<file path="src/rtl/pll_seq_pkg.sv">
`default_nettype none
// ============================================================================
// Module  : pll_seq_pkg
// Brief   : Shared state encoding and width helper for the PLL lock sequencer.
// Revision: 1.0
// ============================================================================
package pll_seq_pkg;

    typedef enum logic [1:0] {
        IDLE    = 2'd0,
        COUNT   = 2'd1,
        RELEASE = 2'd2,
        RUN     = 2'd3
    } pll_state_e;

    // Width needed to hold values 0..max_value-1, never less than one bit.
    function automatic int width_of(input int max_value);
        int w;
        w = $clog2(max_value);
        return (w < 1) ? 1 : w;
    endfunction

endpackage
`default_nettype wire

</file>
<file path="src/rtl/pll_lock_sequencer_sync_ff.sv">
`default_nettype none
// ============================================================================
// Module  : sync_ff
// Brief   : Multi-flop single-bit synchroniser, asynchronously reset to 0.
// Revision: 1.0
// ============================================================================
module sync_ff #(
    parameter int SYNC_STAGES = 2
) (
    input  logic clk,
    input  logic rst,
    input  logic i_d,
    output logic o_q
);

    logic [SYNC_STAGES-1:0] r_sync;

    always_ff @(posedge clk or posedge rst) begin
        if (rst) begin
            r_sync <= '0;
        end else begin
            r_sync <= {r_sync[SYNC_STAGES-2:0], i_d};
        end
    end

    assign o_q = r_sync[SYNC_STAGES-1];

endmodule
`default_nettype wire

</file>
<file path="src/rtl/pll_lock_sequencer.sv">
`default_nettype none
// ============================================================================
// Module  : pll_lock_sequencer
// Brief   : Qualifies PLL lock, releases domain resets in order, counts lock
//           losses and emits a periodic tick while the system is up.
// Revision: 1.0
// ============================================================================
module pll_lock_sequencer
    import pll_seq_pkg::*;
#(
    parameter int NUM_DOMAINS = 3,
    parameter int LOCK_CYCLES = 1024,
    parameter int STAGE_GAP   = 16,
    parameter int SYNC_STAGES = 2,
    parameter int LOSS_CNT_W  = 8,
    parameter int TICK_DIV    = 60
) (
    input  logic                   clock_in,
    input  logic                   reset,
    input  logic                   pll_locked,
    input  logic                   lost_clear,
    output logic [NUM_DOMAINS-1:0] rst_out,
    output logic                   ready,
    output logic                   tick,
    output logic [LOSS_CNT_W-1:0]  lost_count
);

    localparam int c_CNT_MAX = (LOCK_CYCLES > STAGE_GAP) ? LOCK_CYCLES : STAGE_GAP;
    localparam int c_CNT_W   = width_of(c_CNT_MAX);
    localparam int c_IDX_W   = width_of(NUM_DOMAINS);
    localparam int c_DIV_W   = width_of(TICK_DIV);

    localparam logic [c_CNT_W-1:0]     c_LOCK_LAST = c_CNT_W'(LOCK_CYCLES - 1);
    localparam logic [c_CNT_W-1:0]     c_GAP_LAST  = c_CNT_W'(STAGE_GAP - 1);
    localparam logic [c_DIV_W-1:0]     c_DIV_LAST  = c_DIV_W'(TICK_DIV - 1);
    localparam logic [c_IDX_W-1:0]     c_IDX_PEN   =
        c_IDX_W'((NUM_DOMAINS >= 2) ? (NUM_DOMAINS - 2) : 0);
    localparam logic [NUM_DOMAINS-1:0] c_ALL_ONES  = '1;
    localparam logic [LOSS_CNT_W-1:0]  c_LOST_MAX  = '1;
    localparam logic [LOSS_CNT_W-1:0]  c_LOST_ONE  = LOSS_CNT_W'(1);

    logic                   w_lock_sync;
    logic                   w_loss;
    pll_state_e             r_state;
    logic [c_CNT_W-1:0]     r_cnt;
    logic [c_IDX_W-1:0]     r_idx;
    logic [c_DIV_W-1:0]     r_div;
    logic [NUM_DOMAINS-1:0] r_rst_out;
    logic                   r_ready;
    logic                   r_tick;
    logic [LOSS_CNT_W-1:0]  r_lost_count;

    sync_ff #(
        .SYNC_STAGES (SYNC_STAGES)
    ) u_lock_sync (
        .clk (clock_in),
        .rst (reset),
        .i_d (pll_locked),
        .o_q (w_lock_sync)
    );

    // Only a drop after qualification completed counts as a loss event.
    assign w_loss = ((r_state == RELEASE) || (r_state == RUN)) && !w_lock_sync;

    always_ff @(posedge clock_in or posedge reset) begin
        if (reset) begin
            r_state   <= IDLE;
            r_cnt     <= '0;
            r_idx     <= '0;
            r_div     <= '0;
            r_rst_out <= c_ALL_ONES;
            r_ready   <= 1'b0;
            r_tick    <= 1'b0;
        end else begin
            r_tick <= 1'b0;
            case (r_state)
                IDLE: begin
                    r_rst_out <= c_ALL_ONES;
                    r_ready   <= 1'b0;
                    r_cnt     <= '0;
                    r_idx     <= '0;
                    r_div     <= '0;
                    if (w_lock_sync) begin
                        r_state <= COUNT;
                    end
                end
                COUNT: begin
                    if (!w_lock_sync) begin
                        r_state <= IDLE;
                        r_cnt   <= '0;
                    end else if (r_cnt == c_LOCK_LAST) begin
                        r_cnt     <= '0;
                        r_idx     <= '0;
                        // Shifting in zeros releases domains lowest index first.
                        r_rst_out <= c_ALL_ONES << 1;
                        if (NUM_DOMAINS == 1) begin
                            r_state <= RUN;
                            r_ready <= 1'b1;
                            r_div   <= '0;
                        end else begin
                            r_state <= RELEASE;
                        end
                    end else begin
                        r_cnt <= r_cnt + c_CNT_W'(1);
                    end
                end
                RELEASE: begin
                    if (!w_lock_sync) begin
                        r_state   <= IDLE;
                        r_rst_out <= c_ALL_ONES;
                        r_ready   <= 1'b0;
                        r_cnt     <= '0;
                        r_idx     <= '0;
                    end else if (r_cnt == c_GAP_LAST) begin
                        r_cnt     <= '0;
                        r_idx     <= r_idx + c_IDX_W'(1);
                        r_rst_out <= r_rst_out << 1;
                        if (r_idx == c_IDX_PEN) begin
                            r_state <= RUN;
                            r_ready <= 1'b1;
                            r_div   <= '0;
                        end
                    end else begin
                        r_cnt <= r_cnt + c_CNT_W'(1);
                    end
                end
                RUN: begin
                    if (!w_lock_sync) begin
                        r_state   <= IDLE;
                        r_rst_out <= c_ALL_ONES;
                        r_ready   <= 1'b0;
                        r_div     <= '0;
                    end else begin
                        r_tick <= (r_div == c_DIV_LAST);
                        r_div  <= (r_div == c_DIV_LAST) ? '0 : (r_div + c_DIV_W'(1));
                    end
                end
                default: begin
                    r_state   <= IDLE;
                    r_rst_out <= c_ALL_ONES;
                    r_ready   <= 1'b0;
                end
            endcase
        end
    end

    // Clear wins over increment, but a loss in the clearing cycle still counts.
    always_ff @(posedge clock_in or posedge reset) begin
        if (reset) begin
            r_lost_count <= '0;
        end else if (lost_clear) begin
            r_lost_count <= w_loss ? c_LOST_ONE : '0;
        end else if (w_loss && (r_lost_count != c_LOST_MAX)) begin
            r_lost_count <= r_lost_count + c_LOST_ONE;
        end
    end

    assign rst_out    = r_rst_out;
    assign ready      = r_ready;
    assign tick       = r_tick;
    assign lost_count = r_lost_count;

endmodule
`default_nettype wire

</file>
<file path="config.mk">
export PLATFORM = sky130hd
export DESIGN_NAME = pll_lock_sequencer
export DESIGN_NICKNAME = d
export VERILOG_FILES = /design/src/rtl/pll_seq_pkg.sv /design/src/rtl/pll_lock_sequencer_sync_ff.sv /design/src/rtl/pll_lock_sequencer.sv
export SDC_FILE = /design/constraint.sdc
export NUM_CORES = 1
export LEC_CHECK = 0
export CORE_ASPECT_RATIO = 0.9
export CORE_MARGIN = 2
export CORE_UTILIZATION = 60
export CTS_BUF_LIST = sky130_fd_sc_hd__clkbuf_8
export DETAILED_ROUTE_END_ITERATION = 8
export PLACE_DENSITY = 0.82
export SETUP_SLACK_MARGIN = 0.02
export SLEW_MARGIN = 20
export SYNTH_ARGS = -nofsm -noshare
export SYNTH_HDL_FRONTEND = slang
export SYNTH_SLANG_ARGS = --single-unit
</file>
<file path="constraint.sdc">
create_clock -name clock_in -period 2.7 [get_ports clock_in]
set_input_delay 0.27 -clock clock_in [delete_from_list [all_inputs] [get_ports clock_in]]
set_output_delay 0.27 -clock clock_in [all_outputs]
set_load 0.01 [all_outputs]
</file>
==> run_summary.xml <==
<?xml version="1.0" encoding="UTF-8"?>
<metrics>
  <group name="layout">
    <metric name="diodes" unit="">0</metric>
    <metric name="syn2layout_area_growth" unit="%">13.9</metric>
    <metric name="finish.instance_area" unit="µm²">2340</metric>
    <metric name="fill_cells" unit="">256</metric>
    <metric name="layout-drive-gt1-share" unit="%">11.3</metric>
    <metric name="design.final.nets" unit="">243</metric>
  </group>
  <group name="placement">
    <metric name="count_of_buffers_from_port_buffering" unit="">16</metric>
    <metric name="place.detailed.hpwl" unit="µm">3390</metric>
    <metric name="place.gp.congestion" unit="">0.815</metric>
    <metric name="dpl-instance-area" unit="µm²">2250</metric>
    <metric name="place_ws" unit="ns">0.613</metric>
  </group>
  <group name="detailed_routing">
    <metric name="post_drt_via_cell_ratio" unit="">6.48</metric>
    <metric name="wirelength" unit="µm">4670</metric>
    <metric name="detail_route.first_pass.iterations" unit="">5</metric>
    <metric name="drc_markers" unit="">0</metric>
    <metric name="wl_per_cell" unit="µm">17.0</metric>
    <metric name="detailroute.via_count" unit="">1781</metric>
    <metric name="detailedRoute.firstIterationViolations" unit="">132</metric>
    <metric name="antenna_left" unit="">0</metric>
  </group>
  <group name="synth">
    <metric name="post_synth_instance_area" unit="µm²">2060</metric>
    <metric name="synth-seq-cells" unit="">35</metric>
    <metric name="postSynth.asyncResetShare" unit="%">100</metric>
    <metric name="synth_top_flop_cell" unit="">sky130_fd_sc_hd__dfrtp_1</metric>
    <metric name="synth.yosys.warnings" unit="">0</metric>
    <metric name="post_synth_inst_count" unit="">214</metric>
    <metric name="synth_nets" unit="">227</metric>
    <metric name="yosys.cell_types.count" unit="">56</metric>
    <metric name="synth_seq_area_share" unit="%">42.8</metric>
    <metric name="synth_edf_count" unit="">0</metric>
    <metric name="postSynthAreaPerCell" unit="µm²">9.61</metric>
  </group>
  <group name="floorplanning">
    <metric name="die_area" unit="µm²">3910</metric>
    <metric name="ios" unit="">17</metric>
    <metric name="chipHeight" unit="µm">59.5</metric>
    <metric name="start_util" unit="%">61.8</metric>
    <metric name="fp-row-count" unit="">20</metric>
    <metric name="die_x" unit="µm">65.7</metric>
    <metric name="floorplan.core_area" unit="µm²">3330</metric>
  </group>
  <group name="clock_tree">
    <metric name="numCtsBuffers" unit="">5</metric>
    <metric name="post_cts.repair.setup_buffers" unit="">0</metric>
    <metric name="post_cts_resize_count" unit="">0</metric>
    <metric name="cts_buffer_depth" unit="">2</metric>
    <metric name="clock_latency" unit="ns">0.29</metric>
    <metric name="postCtsHoldBufs" unit="">0</metric>
    <metric name="cts_root_buffer" unit="">sky130_fd_sc_hd__clkbuf_8</metric>
    <metric name="clkSlewWorstSetupHoldPaths" unit="ns">0.06</metric>
    <metric name="tritoncts_num_sinks" unit="">35</metric>
    <metric name="clock_tree.htree_level_count" unit="">2</metric>
    <metric name="cts_tree" unit="">yes</metric>
  </group>
  <group name="timing">
    <metric name="rsz0062_at_grt" unit="">no</metric>
    <metric name="slew_violations" unit="">0</metric>
    <metric name="min_period" unit="ns">2.14</metric>
    <metric name="max_slew.worst_pin.slew" unit="ns">0.436</metric>
    <metric name="postLayoutSetupSlackWorst" unit="ns">0.563</metric>
    <metric name="final.period_utilization" unit="%">79.2</metric>
    <metric name="timing.final.hold_violations" unit="">0</metric>
    <metric name="worst_max_slew_margin_expressed_relative_to_the_limit" unit="%">70.7</metric>
    <metric name="clock-skew-final" unit="ns">0.00810</metric>
    <metric name="fmax" unit="MHz">468</metric>
    <metric name="setup_tns" unit="ns">0</metric>
    <metric name="report.final.setup_viol" unit="">0</metric>
    <metric name="finalHoldWorstSlack" unit="ns">0.348</metric>
  </group>
  <group name="setup_path">
    <metric name="worstPathArrival" unit="ns">2.35</metric>
    <metric name="cell_family_with_most_cp_delay" unit="">compound AO/OA/AOI/OAI gates</metric>
    <metric name="worst-setup-path-type" unit="">register to register</metric>
    <metric name="crit_fanout" unit="">8</metric>
    <metric name="worstPathCellList" unit="">ha_1 -&gt; nand3_1 -&gt; o41a_1 -&gt; a211oi_4 -&gt; mux2_1</metric>
    <metric name="crit_path_start_kind" unit="">register</metric>
    <metric name="cp_slowest_cell" unit="">sky130_fd_sc_hd__o41a_1</metric>
    <metric name="worst_endpoint_required_time" unit="ns">2.91</metric>
    <metric name="crit_path_max_incr_delay" unit="ns">0.55</metric>
    <metric name="endpoint_kind" unit="">register</metric>
    <metric name="worstPathBufferInverterCount" unit="">0</metric>
  </group>
  <group name="power">
    <metric name="power-per-cell-area" unit="nW/µm²">674</metric>
    <metric name="power_leakage" unit="nW">0.977</metric>
    <metric name="vdd_ir_drop_max" unit="mV">0.678</metric>
  </group>
  <group name="grt">
    <metric name="antenna_found_initial" unit="">0</metric>
    <metric name="via_count_of_the_first_global_routing_pass" unit="">1664</metric>
    <metric name="grt_first_pass_wirelength" unit="µm">7600</metric>
    <metric name="pin_count_of_the_biggest_net_entering_global_routing" unit="">36</metric>
    <metric name="global_route.overflow_total" unit="">0</metric>
    <metric name="grtUsageTotal" unit="%">26.0</metric>
  </group>
  <group name="run_status">
    <metric name="status" unit="">complete, no violations</metric>
  </group>
  <group name="hold_path">
    <metric name="holdCritPathClass" unit="">register to register</metric>
  </group>
  <group name="flow_run">
    <metric name="timing.max_cap.violations" unit="">0</metric>
  </group>
</metrics>
final cells by class:
| type | instances | area [µm²] | area share [%] |
|---|---|---|---|
| clock buffers | 6 | 82.6 | 3.53 |
| clock inverters | 2 | 8.76 | 0.374 |
| inverters | 9 | 33.8 | 1.44 |
| multi-input cells | 161 | 1110 | 47.2 |
| flip-flops and latches | 35 | 880 | 37.6 |
| well taps | 44 | 55.1 | 2.35 |
| repair buffers | 18 | 175 | 7.48 |
final timing paths:
path,startpoint,endpoint,slack [ns],depth (start not counted)
worst max-delay path,r_cnt[0],rst_out[0],0.56,5
worst min-delay path,u_lock_sync.r_sync[0],u_lock_sync.r_sync[1],0.35,0
worst max register to register,r_cnt[0],rst_out[0],0.56,5
worst min register to register,u_lock_sync.r_sync[0],u_lock_sync.r_sync[1],0.35,0
max in group asynchronous,reset,rst_out[1],1.99,3
min in group asynchronous,reset,r_div[0],0.36,3
logic make-up (layout without fill, tap and decap cells):
family	count (synthesis)	count (layout)	synth area share, %
adders and majority gates	9	9	5.48
DFF	35	35	42.8
xor gates and xnor gates	3	3	1.28
and+or+nand+nor	79	79	20.5
buffers and inverters	18	35	3.41
muxes	8	8	4.26
AOI/OAI and AO/OA	62	62	22.3
state kept, by name (all words and copies together), names as in the netlist:
signal              count
r_cnt                  10
lost_count              8
r_div                   6
rst_out                 3
r_idx                   2
r_state                 2
u_lock_sync.r_sync      2
ready                   1
tick                    1
report_power, final:
group,switching (mW),internal (mW)
sequential,0.0567,0.602
clock,0.181,0.202
combinational,0.298,0.237
cell usage after synthesis, drive strengths merged, types with 3 or more instances:
| cell | n | share of area (%) |
|---|---|---|
| o31a | 3 | 1.7 |
| a211oi | 5 | 2.4 |
| nand2 | 24 | 4.4 |
| nand4 | 3 | 0.91 |
| dfstp | 3 | 3.8 |
| nor3 | 4 | 1.2 |
| nor4 | 3 | 1.2 |
| and3 | 4 | 1.2 |
| nor2 | 13 | 2.4 |
| xor2 | 3 | 1.3 |
| dfrtp | 32 | 39 |
| buf | 3 | 0.61 |
| nand3 | 9 | 2.2 |
| o21ai | 19 | 4.8 |
| nand2b | 3 | 0.91 |
| o211ai | 4 | 1.5 |
| a21oi | 7 | 1.7 |
| o31ai | 7 | 2.6 |
| and2 | 3 | 0.91 |
| inv | 8 | 1.5 |
| ha | 9 | 5.5 |
| clkbuf | 6 | 1.2 |
| mux2 | 6 | 3.3 |
| or3 | 3 | 0.91 |
per-stage QoR:
step	power, mW	utilization (%)	std cells
detailed placement	1.19	67.6	267
CTS	1.58	70.3	275
floorplan	1.02	-	214
finish	1.58	70.3	275
global placement	1.15	67.6	267
global route	1.65	70.3	275
placed cells by master, fill, tap and decap left out, types with 3 or more instances in the layout:
master and count:
sky130_fd_sc_hd__clkbuf_8 6, sky130_fd_sc_hd__a21oi_1 7, sky130_fd_sc_hd__and3_1 4, sky130_fd_sc_hd__o211ai_1 4, sky130_fd_sc_hd__and2_1 3, sky130_fd_sc_hd__o31ai_1 7
sky130_fd_sc_hd__mux2_2 4, sky130_fd_sc_hd__nand2_1 24, sky130_fd_sc_hd__nand2b_1 3, sky130_fd_sc_hd__dfstp_2 3, sky130_fd_sc_hd__nor2_1 13, sky130_fd_sc_hd__or3_1 3
sky130_fd_sc_hd__o21ai_0 16, sky130_fd_sc_hd__nor3_1 3, sky130_fd_sc_hd__ha_1 9, sky130_fd_sc_hd__clkdlybuf4s50_1 16, sky130_fd_sc_hd__inv_1 9, sky130_fd_sc_hd__nand3_1 9
sky130_fd_sc_hd__dfrtp_1 32, sky130_fd_sc_hd__a211oi_1 4, sky130_fd_sc_hd__xor2_1 3, sky130_fd_sc_hd__nand4_1 3
metal layers:
layer / track usage [%] / up-vias / wire length, µm
met4: 12.5 / 0 / 108
met3: 5.32 / 15 / 263
met2: 42.9 / 75 / 2280
li1: - / 827 / -
met5: 0 / - / 0
met1: 33.0 / 864 / 2010
No activity file was read; power rests on OpenSTA's default activity.
